### src/rtl/instr_fetch_seq_if.sv
// Fetch-unit bus: run control, combinational ROM port, jump-target LUT write
// port and the registered instruction stream handed to the decoder.
interface instr_fetch_seq_if #(
  parameter int PC_W   = 10,
  parameter int IW     = 9,
  parameter int LUT_AW = 4
);
  logic              Start;
  logic              Stall;
  logic              jump_en;
  logic              branch_take;
  logic              lut_we;
  logic [LUT_AW-1:0] lut_waddr;
  logic [PC_W-1:0]   lut_wdata;
  logic [PC_W-1:0]   rom_addr;
  logic [IW-1:0]     rom_data;
  logic [IW-1:0]     instr_out;
  logic              instr_valid;
  logic [PC_W-1:0]   pc_out;
  logic              Done;
  logic              pc_wrap_err;

  modport master (
    input  Start, Stall, jump_en, branch_take, lut_we, lut_waddr, lut_wdata, rom_data,
    output rom_addr, instr_out, instr_valid, pc_out, Done, pc_wrap_err
  );

  modport slave (
    output Start, Stall, jump_en, branch_take, lut_we, lut_waddr, lut_wdata, rom_data,
    input  rom_addr, instr_out, instr_valid, pc_out, Done, pc_wrap_err
  );
endinterface

### src/rtl/instr_fetch_seq.sv
// Fetch/sequencer for the 9-bit accumulator ISA: PC, registered instruction,
// jump-target LUT redirects, HALT detection and restart on Start.
module instr_fetch_seq #(
  parameter int         PC_W     = 10,
  parameter int         IW       = 9,
  parameter int         LUT_AW   = 4,
  parameter logic [3:0] HALT_OPC = 4'b1111
) (
  input  logic              Clk,
  input  logic              Reset,
  instr_fetch_seq_if.master bus
);
  typedef enum logic [1:0] {
    S_IDLE = 2'd0,
    S_RUN  = 2'd1,
    S_DONE = 2'd2
  } state_t;

  localparam int              LUT_N  = 1 << LUT_AW;
  localparam logic [PC_W-1:0] PC_ONE = {{(PC_W-1){1'b0}}, 1'b1};
  localparam logic [PC_W-1:0] PC_MAX = {PC_W{1'b1}};

  state_t          r_state, w_state_nxt;
  logic [PC_W-1:0] r_pc, w_pc_nxt;
  logic [IW-1:0]   r_instr, w_instr_nxt;
  logic            r_valid, w_valid_nxt;
  logic            r_done, w_done_nxt;
  logic            r_wrap, w_wrap_nxt;
  logic [PC_W-1:0] r_lut [LUT_N];

  logic [3:0]      w_opcode;
  logic            w_is_halt;
  logic            w_redirect;
  logic [PC_W-1:0] w_target;

  assign w_opcode   = r_instr[IW-1 -: 4];
  assign w_is_halt  = r_valid && (w_opcode == HALT_OPC);
  assign w_redirect = r_valid && (bus.jump_en || bus.branch_take);
  // Read before the same-cycle write lands, so a colliding redirect sees the old entry.
  assign w_target   = r_lut[r_instr[LUT_AW-1:0]];

  always_comb begin
    w_state_nxt = r_state;
    w_pc_nxt    = r_pc;
    w_instr_nxt = r_instr;
    w_valid_nxt = r_valid;
    w_done_nxt  = r_done;
    w_wrap_nxt  = r_wrap;
    case (r_state)
      S_IDLE, S_DONE: begin
        w_valid_nxt = 1'b0;
        if (bus.Start) begin
          w_state_nxt = S_RUN;
          w_pc_nxt    = '0;
          w_done_nxt  = 1'b0;
          w_wrap_nxt  = 1'b0;
        end else begin
          w_state_nxt = r_state;
        end
      end
      S_RUN: begin
        if (bus.Stall) begin
          w_state_nxt = S_RUN;
        end else if (w_is_halt) begin
          w_state_nxt = S_DONE;
          w_done_nxt  = 1'b1;
          w_valid_nxt = 1'b0;
        end else if (w_redirect) begin
          w_pc_nxt    = w_target;
          w_valid_nxt = 1'b0;
        end else begin
          w_instr_nxt = bus.rom_data;
          w_valid_nxt = 1'b1;
          w_pc_nxt    = r_pc + PC_ONE;
          w_wrap_nxt  = r_wrap | (r_pc == PC_MAX);
        end
      end
      default: begin
        w_state_nxt = S_IDLE;
        w_valid_nxt = 1'b0;
      end
    endcase
  end

  always_ff @(posedge Clk) begin
    if (Reset) begin
      r_state <= S_IDLE;
      r_pc    <= '0;
      r_instr <= '0;
      r_valid <= 1'b0;
      r_done  <= 1'b0;
      r_wrap  <= 1'b0;
    end else begin
      r_state <= w_state_nxt;
      r_pc    <= w_pc_nxt;
      r_instr <= w_instr_nxt;
      r_valid <= w_valid_nxt;
      r_done  <= w_done_nxt;
      r_wrap  <= w_wrap_nxt;
    end
  end

  always_ff @(posedge Clk) begin
    if (Reset) begin
      for (int i = 0; i < LUT_N; i++) begin
        r_lut[i] <= '0;
      end
    end else if (bus.lut_we) begin
      r_lut[bus.lut_waddr] <= bus.lut_wdata;
    end
  end

  assign bus.rom_addr    = r_pc;
  assign bus.pc_out      = r_pc;
  assign bus.instr_out   = r_instr;
  assign bus.instr_valid = r_valid;
  assign bus.Done        = r_done;
  assign bus.pc_wrap_err = r_wrap;
endmodule

### src/flat_wrapper.sv
// flat-port wrapper written by rule: the top's interface ports become plain ports
module instr_fetch_seq_flat 
#(
  parameter int         PC_W     = 10,
  parameter int         IW       = 9,
  parameter int         LUT_AW   = 4,
  parameter logic [3:0] HALT_OPC = 4'b1111
)
  (Clk, Reset, bus_Start, bus_Stall, bus_jump_en, bus_branch_take, bus_lut_we, bus_lut_waddr, bus_lut_wdata, bus_rom_data, bus_rom_addr, bus_instr_out, bus_instr_valid, bus_pc_out, bus_Done, bus_pc_wrap_err);
  instr_fetch_seq_if #(.PC_W(PC_W), .IW(IW), .LUT_AW(LUT_AW)) bus_i ();
  input  logic Clk;
  input  logic Reset;
  input wire logic [$bits(bus_i.Start)-1:0] bus_Start;
  input wire logic [$bits(bus_i.Stall)-1:0] bus_Stall;
  input wire logic [$bits(bus_i.jump_en)-1:0] bus_jump_en;
  input wire logic [$bits(bus_i.branch_take)-1:0] bus_branch_take;
  input wire logic [$bits(bus_i.lut_we)-1:0] bus_lut_we;
  input wire logic [$bits(bus_i.lut_waddr)-1:0] bus_lut_waddr;
  input wire logic [$bits(bus_i.lut_wdata)-1:0] bus_lut_wdata;
  input wire logic [$bits(bus_i.rom_data)-1:0] bus_rom_data;
  output wire logic [$bits(bus_i.rom_addr)-1:0] bus_rom_addr;
  output wire logic [$bits(bus_i.instr_out)-1:0] bus_instr_out;
  output wire logic [$bits(bus_i.instr_valid)-1:0] bus_instr_valid;
  output wire logic [$bits(bus_i.pc_out)-1:0] bus_pc_out;
  output wire logic [$bits(bus_i.Done)-1:0] bus_Done;
  output wire logic [$bits(bus_i.pc_wrap_err)-1:0] bus_pc_wrap_err;
  assign bus_i.Start = bus_Start;
  assign bus_i.Stall = bus_Stall;
  assign bus_i.jump_en = bus_jump_en;
  assign bus_i.branch_take = bus_branch_take;
  assign bus_i.lut_we = bus_lut_we;
  assign bus_i.lut_waddr = bus_lut_waddr;
  assign bus_i.lut_wdata = bus_lut_wdata;
  assign bus_i.rom_data = bus_rom_data;
  assign bus_rom_addr = bus_i.rom_addr;
  assign bus_instr_out = bus_i.instr_out;
  assign bus_instr_valid = bus_i.instr_valid;
  assign bus_pc_out = bus_i.pc_out;
  assign bus_Done = bus_i.Done;
  assign bus_pc_wrap_err = bus_i.pc_wrap_err;
  instr_fetch_seq #(.PC_W(PC_W), .IW(IW), .LUT_AW(LUT_AW), .HALT_OPC(HALT_OPC)) u_core (.Clk(Clk), .Reset(Reset), .bus(bus_i));
endmodule
### config.mk
export PLATFORM = sky130hd
export DESIGN_NAME = instr_fetch_seq_flat
export DESIGN_NICKNAME = d
export VERILOG_FILES = /design/src/rtl/instr_fetch_seq_if.sv /design/src/rtl/instr_fetch_seq.sv /design/src/flat_wrapper.sv
export SDC_FILE = /design/constraint.sdc
export NUM_CORES = 1
export LEC_CHECK = 0
export CORE_UTILIZATION = 60
export CTS_CLUSTER_DIAMETER = 30
export DETAILED_ROUTE_END_ITERATION = 8
export PLACE_DENSITY = 0.85
export SETUP_SLACK_MARGIN = 0.3
export SYNTH_ARGS = -nofsm -noshare
export SYNTH_HDL_FRONTEND = slang
export SYNTH_SLANG_ARGS = --single-unit
export TNS_END_PERCENT = 30
### constraint.sdc
create_clock -name Clk -period 5.4 [get_ports Clk]
set_input_delay 1.08 -clock Clk [delete_from_list [all_inputs] [get_ports Clk]]
set_output_delay 1.08 -clock Clk [all_outputs]
set_load 0.05 [all_outputs]
==> Word-level counts from Yosys, hierarchy flattened <==
Memory sizes are Yosys's and may differ from the RTL's. A register that Yosys moved wholly into a read port is not among the register bits.
Cells that the tools add are included.
Widths: inputs -> output; s select.
{ "totals": {"reg_bits": 24, "mem_bits_rw": 160, "in_bits": 30, "out_inout_bits": 32, "elab_cells": 65, "n_memories": 1} }
{ "mem_list": {"columns": ["memory", "depth", "width", "rd", "rd_clocked_by_memory_dff", "wr", "line_no", "source"], "rows": [
  ["u_core.r_lut", 16, 10, 1, 1, 16, "instr_fetch_seq.sv:29", "logic [PC_W-1:0] r_lut [LUT_N];"]
]} }
{ "op_classes": {"addsub": 1, "n_eq_ne": 10, "n_mux": 29, "n_bitwise": 5, "n_reduce_logical": 13} }
{ "ops": {"columns": ["op", "count"], "rows": [
  ["$mux 10", 5],
  ["$pmux 10 s2", 1],
  ["$mux 1", 14],
  ["$mux 4", 3],
  ["$reduce_and 4->1", 3],
  ["$add 10x1->10 const B", 1],
  ["$eq 10x10->1 const B", 1],
  ["$reduce_or 10->1", 1],
  ["$ne 2x2->1 const B", 4],
  ["$mux 2", 3],
  ["$reduce_and 5->1", 1],
  ["$eq 4x4->1 const B", 1],
  ["$not 1->1", 4],
  ["$pmux 1 s2", 2],
  ["$pmux 2 s2", 1],
  ["$reduce_or 2->1", 2],
  ["$ne 3x2->1 const B", 1],
  ["$eq 2x1->1 const B", 1],
  ["$eq 2x2->1 const B", 1],
  ["$logic_and 1x1->1", 2],
  ["$logic_not 2->1", 1],
  ["$ne 2x1->1 const B", 1],
  ["$reduce_and 2->1", 1],
  ["$reduce_bool 2->1", 1],
  ["2 further kinds", 2]
]} }

==> Logic depth before layout (Yosys ltp) <==
Gate-level depths: netlist (run 1).
{ "depth": {"depth_word": 6, "ltp_mapped": 8, "ltp_nobuf": 6} }

==> Worst setup path before layout (run 1) <==
Ideal clock, no wire load.
{ "synth_path": {"path_kind": "input -> register", "start": "in Reset", "end": "mem u_core.r_lut[0][0], enable pin", "setup_time_ps": 315, "t_arrival_ps": 1982, "t_required_ps": 5085, "slack_ps": 3103, "stages": 4, "n_path_buf": 0, "path_cell_list": "nand2b_1 or3_1 nor3_1 or2_2"} }
{ "synth_rtl": {"columns": ["item", "line_no", "source"], "rows": [
  ["from (decl)", "flat_wrapper.sv:12", "input logic Reset;"],
  ["to (decl)", "instr_fetch_seq.sv:29", null]
]} }

==> results.py, run 1 <==
metrics = {
    "synth": {
        "yosysWarnings": 0,
        "syn_nets": 650,
        "synth.avg_cell_area_sq_um": 14.0,
        "synth_cell_types": 41,
        "yosysTopAreaCellShare_pct": 55.5,
        "syn-cell-area_sq_um": 8660,
        "synthTopCellsByCount": "162 x and2_1, 160 x edfxtp_1, 38 x mux4_2, 38 x nor2_1, 35 x clkbuf_1",
        "ys_top_cells_by_area": "edfxtp_1 55%, and2_1 12%, mux4_2 9.9%",
        "ys_seq_elements": 188,
        "yosysSeqAreaShare_pct": 62.0,
        "ys.flop_type": "edfxtp_1",
        "synthCells": 619,
        "yosysMostFrequentCell": "and2_1",
        "synth_largest_area_cell": "edfxtp_1",
        "synth_edf_count": 160,
        "synthArstFlopShare_pct": 0,
    },
    "floorplan": {
        "die_h_um": 122,
        "ioPinCount": 62,
        "dieArea_sq_um": 14900,
        "start_util_pct": 61.9,
        "fp.dieW_um": 122,
        "core_sq_um": 14000,
        "fp-row-count": 43,
    },
    "setup_path": {
        "cpMaxStageDelayCell": "nor3_1",
        "arrival_ns": 3.38,
        "worst-path-buf-inv": 1,
        "crit_family": "simple AND/OR/NAND/NOR gates",
        "start_kind": "primary input",
        "critPathMaxStageDelay_ns": 0.79,
        "reg2reg_to": "u_core.bus.pc_out[7]$_SDFFE_PP0P_",
        "endpoint": "u_core.r_lut[1][5]$_SDFFCE_PN0P_",
        "crit_chain": "clkdlybuf4s50_1 > nand2b_1 > nor2_1 > nand2_1 > nor3_1 > or2_2",
        "cp.depth": 6,
        "worst_r2r_path_depth": 6,
        "critPathLaunch": "Reset",
        "r2r_slack_ns": 2.41,
        "critPathMaxFanout": 11,
        "crit_required_ns": 5.51,
        "crit_type": "primary input to flip-flop",
        "setup.worst_path.end_class": "flip-flop",
    },
    "timing": {
        "fin_crit_ns": 3.27,
        "fin_crit_sh_pct": 60.5,
        "max-slew-margin-rel_pct": 30.2,
        "skew_ns": 0.0128,
        "setup-tns-final_ns": 0,
        "finalSetupViolCount": 0,
        "worst_pin_slew_ns": 1.04,
        "report.final.slew_viol_count": 0,
        "final_hold_viol_count": 0,
        "rsz0062_at_grt": "false",
        "fmax_mhz": 306,
    },
    "cells_and_area": {
        "final_area_sq_um": 9750,
        "diodes": 0,
        "nNetsFinal": 678,
        "multi_input_area_sq_um": 2990,
        "regArea_sq_um": 5370,
        "drive_gt1_share_pct": 13.2,
        "nFillCells": 934,
        "area_growth_pct": 12.6,
    },
    "clocking": {
        "cts_buffers": 17,
        "post-cts-setup-buffer-count": 0,
        "cts_resized": 0,
        "htreeDepth": 4,
        "cts.sinks": 188,
        "clockBufferDepth": 2,
        "cts_tree": "yes",
        "cts_hold_buf": 0,
        "clock_latency_ns": 0.44,
        "clkTransAtPathRegs_ns": 0.06,
        "cts-root-buf": "clkbuf_16",
    },
    "drt": {
        "drc_errors": 0,
        "drt_iter0_drc": 491,
        "via_count": 5186,
        "totalWireLength_mm": 18.9,
        "wl_per_cell_um": 22.5,
        "first_pass_iters": 5,
        "antenna_left": 0,
        "vias_per_cell": 6.17,
    },
    "global_route": {
        "grt_use_total_pct": 27.5,
        "grt_overflow": 0,
        "grt_pass1_wl_mm": 28.9,
        "grt_pass1_vias": 5067,
        "antenna_found_initial": 0,
        "grt_start_max_net_pins": 36,
    },
    "power": {
        "leakage_uw": 0.00328,
        "power_density_nw_per_um2": 310,
        "ir_worst_vdd_mv": 0.229,
    },
    "placed_design": {
        "dpl_cell_area_sq_um": 9240,
        "hpwl_mm": 12.5,
        "port_buffers": 61,
        "gp_congestion": 0.909,
    },
    "job": {
        "cap_violations": 0,
    },
    "outcome": {
        "status": "finished, final reports clean",
    },
    "worst_hold_path": {
        "whs_path_depth": 2,
        "holdCritPathClass": "flip-flop to flip-flop",
    },
}
how the worst min path moves through the flow:
| stage | from | endpoint | slack [ns] |
|---|---|---|---|
| 2_1_floorplan | u_core.r_state[1]$_SDFFE_PP0P_ | u_core.r_state[1]$_SDFFE_PP0P_ | 0.45 |
| 3_3_place_gp | u_core.bus.pc_wrap_err$_SDFFE_PP0P_ | u_core.bus.pc_wrap_err$_SDFFE_PP0P_ | 0.45 |
| 3_5_place_dp | u_core.r_state[1]$_SDFFE_PP0P_ | u_core.r_state[1]$_SDFFE_PP0P_ | 0.48 |
| 4_1_cts | u_core.r_state[1]$_SDFFE_PP0P_ | u_core.r_state[1]$_SDFFE_PP0P_ | 0.49 |
| 5_1_grt | u_core.bus.pc_wrap_err$_SDFFE_PP0P_ | u_core.bus.pc_wrap_err$_SDFFE_PP0P_ | 0.52 |
| 6_report | u_core.r_state[1]$_SDFFE_PP0P_ | u_core.r_state[1]$_SDFFE_PP0P_ | 0.49 |
per-stage QoR:
stage | power, uW | util (%) | setup slack (ns) | hold WS [ns] | std cells
after global placement | 1940 | 66.1 | 1.81 | 0.451 | 808
after CTS | 3020 | 69.7 | 2.19 | 0.490 | 840
after detailed placement | 1950 | 66.1 | 1.74 | 0.475 | 808
after floorplan | 1850 | - | 3.10 | 0.448 | 619
final | 3020 | 69.7 | 2.13 | 0.486 | 840
after global routing | 3100 | 69.7 | 1.97 | 0.517 | 840
logic make-up (layout without fill, tap and decap cells):
kind of cell	count (synthesis)	in the layout	share of synthesized area [%]
adders and majority gates	1	1	0.144
and+or+nand+nor	268	268	17.7
DFF	188	188	62.0
muxes	60	60	13.4
xor gates and xnor gates	2	2	0.202
buffers and inverters	60	101	3.45
AOI/OAI and AO/OA	40	40	3.18
state kept, by name, summed over array words and instances (netlist names), named ones only:
| name | cells |
|---|---|
| u_core.r_lut | 160 |
| u_core.bus.pc_out | 10 |
| u_core.bus.instr_out | 9 |
| u_core.r_state | 2 |
| u_core.bus.Done | 1 |
| u_core.bus.instr_valid | 1 |
| u_core.bus.pc_wrap_err | 1 |
layout by cell type, fill, tap and decap left out, types with 3 or more instances in the layout:
cell type	instances
mux2i_1	17
nand3_1	11
a221o_1	3
o22ai_1	4
mux4_1	5
and3_1	4
or2_2	16
a21oi_1	13
clkinv_2	3
inv_1	4
dfxtp_1	26
nand2b_1	8
clkdlybuf4s50_1	61
a32o_1	3
clkinv_1	5
clkinvlp_4	4
clkbuf_16	17
a31oi_1	3
mux4_2	38
nor2b_1	4
nor3_1	6
buf_4	4
edfxtp_1	160
a211oi_1	4
nand2_1	14
nor2_1	38
and2_1	162
metal layers:
metal  track usage [%]  up-vias  share of wire [%]
li1                  -     2295                  -
met4              9.07        0                1.7
met5                 0        -                  0
met1              37.0     2592                 39
met2              44.2      270                 49
met3              6.88       29                9.5
power breakdown:
part / switching (uW) / internal, uW
registers: 38.0 / 1650
clock network: 521 / 577
logic: 135 / 101
worst reg2reg max path, cell delays in order (launching register included):
cell,delay (ns)
dfxtp_2,0.88
buf_4,0.45
mux4_1,0.60
nor2b_1,0.15
a211oi_1,0.31
a21oi_1,0.13
a221o_1,0.37
area by class of cell:
cell class / instances / area share, %
Sequential cell: 188 / 55.0
Multi-Input combinational cell: 371 / 30.7
Timing Repair Buffer: 65 / 6.57
Clock buffer: 18 / 4.40
Tap cell: 180 / 2.31
Clock inverter: 14 / 0.834
Inverter: 4 / 0.154
(Power assumes the default switching activity.)
==> run 2, diff against run 1 <==
--- a/config.mk
+++ b/config.mk
@@ -5,10 +5,10 @@
 export SDC_FILE = /design/constraint.sdc
 export NUM_CORES = 1
 export LEC_CHECK = 0
-export CORE_UTILIZATION = 60
+export CORE_UTILIZATION = 53
 export CTS_CLUSTER_DIAMETER = 30
 export DETAILED_ROUTE_END_ITERATION = 8
-export PLACE_DENSITY = 0.85
+export PLACE_DENSITY = 0.8
 export SETUP_SLACK_MARGIN = 0.3
 export SYNTH_ARGS = -nofsm -noshare
 export SYNTH_HDL_FRONTEND = slang
==> constraint.sdc (replaced) <==
create_clock -name Clk -period 2.8 [get_ports Clk]
set_input_delay 0.56 -clock Clk [delete_from_list [all_inputs] [get_ports Clk]]
set_output_delay 0.56 -clock Clk [all_outputs]
set_load 0.05 [all_outputs]
==> run 2 against run 1 <==
Effect of this change: sequential power increased by 92%; non-clock buffer count grew 27; worst hold slack worse by 0.00069 ns; critical endpoint is now bus_instr_valid; highest routed layer unchanged.
==> results.py, run 2 (same netlist as run 1, synthesis figures left out) <==
metrics = {
    "global_route": {
        "met3_usage_pct": 6.52,
        "grt_pass1_wl_mm": 30.1,
        "grt_busiest_layer": "met2",
        "grt_use_total_pct": 25.4,
        "grt_start_max_net_pins": 32,
        "antenna_found_initial": 1,
        "met2_usage_pct": 43.1,
        "gr-usage-met1_pct": 31.9,
        "grt_overflow": 0,
        "grt_pass1_vias": 5313,
    },
    "setup_path": {
        "reg2reg_to": "u_core.bus.pc_out[5]$_SDFFE_PP0P_",
        "crit_chain": "clkdlybuf4s50_1",
        "cpMaxStageDelayCell": "clkdlybuf4s50_1",
        "worst-path-buf-inv": 1,
        "r2r_slack_ns": 0.56,
        "setup.worst_path.end_class": "output pin",
        "start_kind": "flip-flop",
        "crit_type": "flip-flop to output pin",
        "critPathLaunch": "u_core.bus.instr_valid$_SDFFE_PP0N_",
        "crit_family": "buffers and inverters",
        "arrival_ns": 1.75,
        "crit_required_ns": 2.24,
        "worst_r2r_path_depth": 6,
        "critPathMaxStageDelay_ns": 0.85,
        "critPathMaxFanout": 8,
    },
    "worst_hold_path": {
        "whs_path_depth": 2,
        "holdCritPathClass": "flip-flop to flip-flop",
        "holdPathEnd": "u_core.bus.pc_wrap_err$_SDFFE_PP0P_",
        "min_from": "u_core.bus.pc_wrap_err$_SDFFE_PP0P_",
    },
    "timing": {
        "fin_crit_ns": 2.31,
        "skew_ns": 0.00663,
        "worst_pin_slew_ns": 0.768,
        "setup-tns-final_ns": 0,
        "rsz0062_at_grt": "false",
        "max-slew-margin-rel_pct": 48.6,
        "final_hold_viol_count": 0,
        "finalSetupViolCount": 0,
        "fmax_mhz": 434,
        "layout_setup_ws_ns": 0.493,
        "report.final.slew_viol_count": 0,
        "fin_crit_sh_pct": 82.4,
    },
    "power": {
        "design_power_total_uw": 6030,
        "power_density_nw_per_um2": 598,
        "leakage_uw": 0.00345,
        "ir_worst_vdd_mv": 0.432,
    },
    "cells_and_area": {
        "largest_reg_flops": 160,
        "regArea_sq_um": 5370,
        "final_area_sq_um": 10100,
        "nFillCells": 1151,
        "multi_input_area_sq_um": 2990,
        "drive_gt1_share_pct": 16.6,
        "regMostFlops": "u_core.r_lut",
        "layout_commonest_cell": "and2_1",
        "nNetsFinal": 705,
        "area_growth_pct": 16.4,
        "final_cell_mix": "162 x and2_1, 160 x edfxtp_1, 61 x clkdlybuf4s50_1",
        "final_util_pct": 63.2,
    },
    "outcome": {
        "status": "finished, final reports clean",
    },
    "placed_design": {
        "port_buffers": 61,
        "hpwl_mm": 13.6,
        "dpl_cell_area_sq_um": 9520,
        "gp_congestion": 0.836,
        "place_ws_ns": 0.286,
    },
    "clocking": {
        "clkTransAtPathRegs_ns": 0.06,
        "clockBufferDepth": 2,
        "htreeDepth": 4,
        "cts-root-buf": "clkbuf_16",
        "clock_latency_ns": 0.43,
        "cts.sinks": 188,
        "cts_tree": "yes",
        "cts_buffers": 17,
    },
    "floorplan": {
        "core_sq_um": 15900,
        "start_util_pct": 54.3,
        "fp-row-count": 46,
        "fp.dieW_um": 130,
        "dieArea_sq_um": 16900,
        "ioPinCount": 62,
        "die_h_um": 130,
    },
    "drt": {
        "vias_per_cell": 5.81,
        "totalWireLength_mm": 19.7,
        "drt_iter0_drc": 443,
        "first_pass_iters": 5,
        "wl_per_cell_um": 21.8,
        "drc_errors": 0,
        "antenna_left": 0,
        "via_count": 5256,
    },
    "job": {
        "cap_violations": 0,
    },
}
## run 2: worst max-delay path by stage
stage	end	slack (ns)	depth (start not counted)
floorplan	flip-flop	0.86	6
global placement	u_core.r_lut[0][1]$_SDFFCE_PN0P_	0.37	5
detailed placement	u_core.r_lut[0][0]$_SDFFCE_PN0P_	0.29	5
CTS	u_core.bus.pc_out[6]$_SDFFE_PP0P_	0.42	4
global route	bus_pc_out[3]	0.42	1
finish	bus_instr_valid	0.49	1
## run 2: stage by stage
stage | cells | hold WS, ns
2_1_floorplan | 619 | 0.448
4_1_cts | 903 | 0.485
3_5_place_dp | 871 | 0.468
5_1_grt | 903 | 0.503
6_report | 904 | 0.485
3_3_place_gp | 871 | 0.455
## run 2: cell type report
type                       instances  area share (%)
sequential                       188            53.3
multi-input combinational        371            29.7
timing repair buffer              92            8.61
clock buffer                      19            4.29
tap                              216            2.68
clock inverter                    13            1.25
inverter                           4           0.149
antenna                            1          0.0248
## run 2: what timing repair did
action,in CTS,in global routing
setup endpoints to repair,0,1
buffers inserted,0,0
hold buffers,0,0
hold endpoints to repair,0,0
resized for setup,0,1
## run 2: power breakdown
| group | switching, uW | internal (uW) |
|---|---|---|
| combinational | 269 | 208 |
| clock | 1010 | 1300 |
| sequential | 65.2 | 3180 |
| total | 1340 | 4690 |
## run 2: metal layers
layer / share of wire (%) / up-vias / wire length [um]
li1: - / 2355 / -
met3: 8.6 / 23 / 1690
met1: 39 / 2650 / 7740
met2: 51 / 228 / 10000
met4: 1.5 / 0 / 303
met5: 0 / - / 0
## run 2: worst reg2reg max path, stage by stage (launching register included)
cell and delay (ns):
dfxtp_4 0.54, buf_4 0.24, mux4_2 0.51, a22oi_1 0.33, nand3_1 0.19, a31oi_1 0.21, o22ai_1 0.11
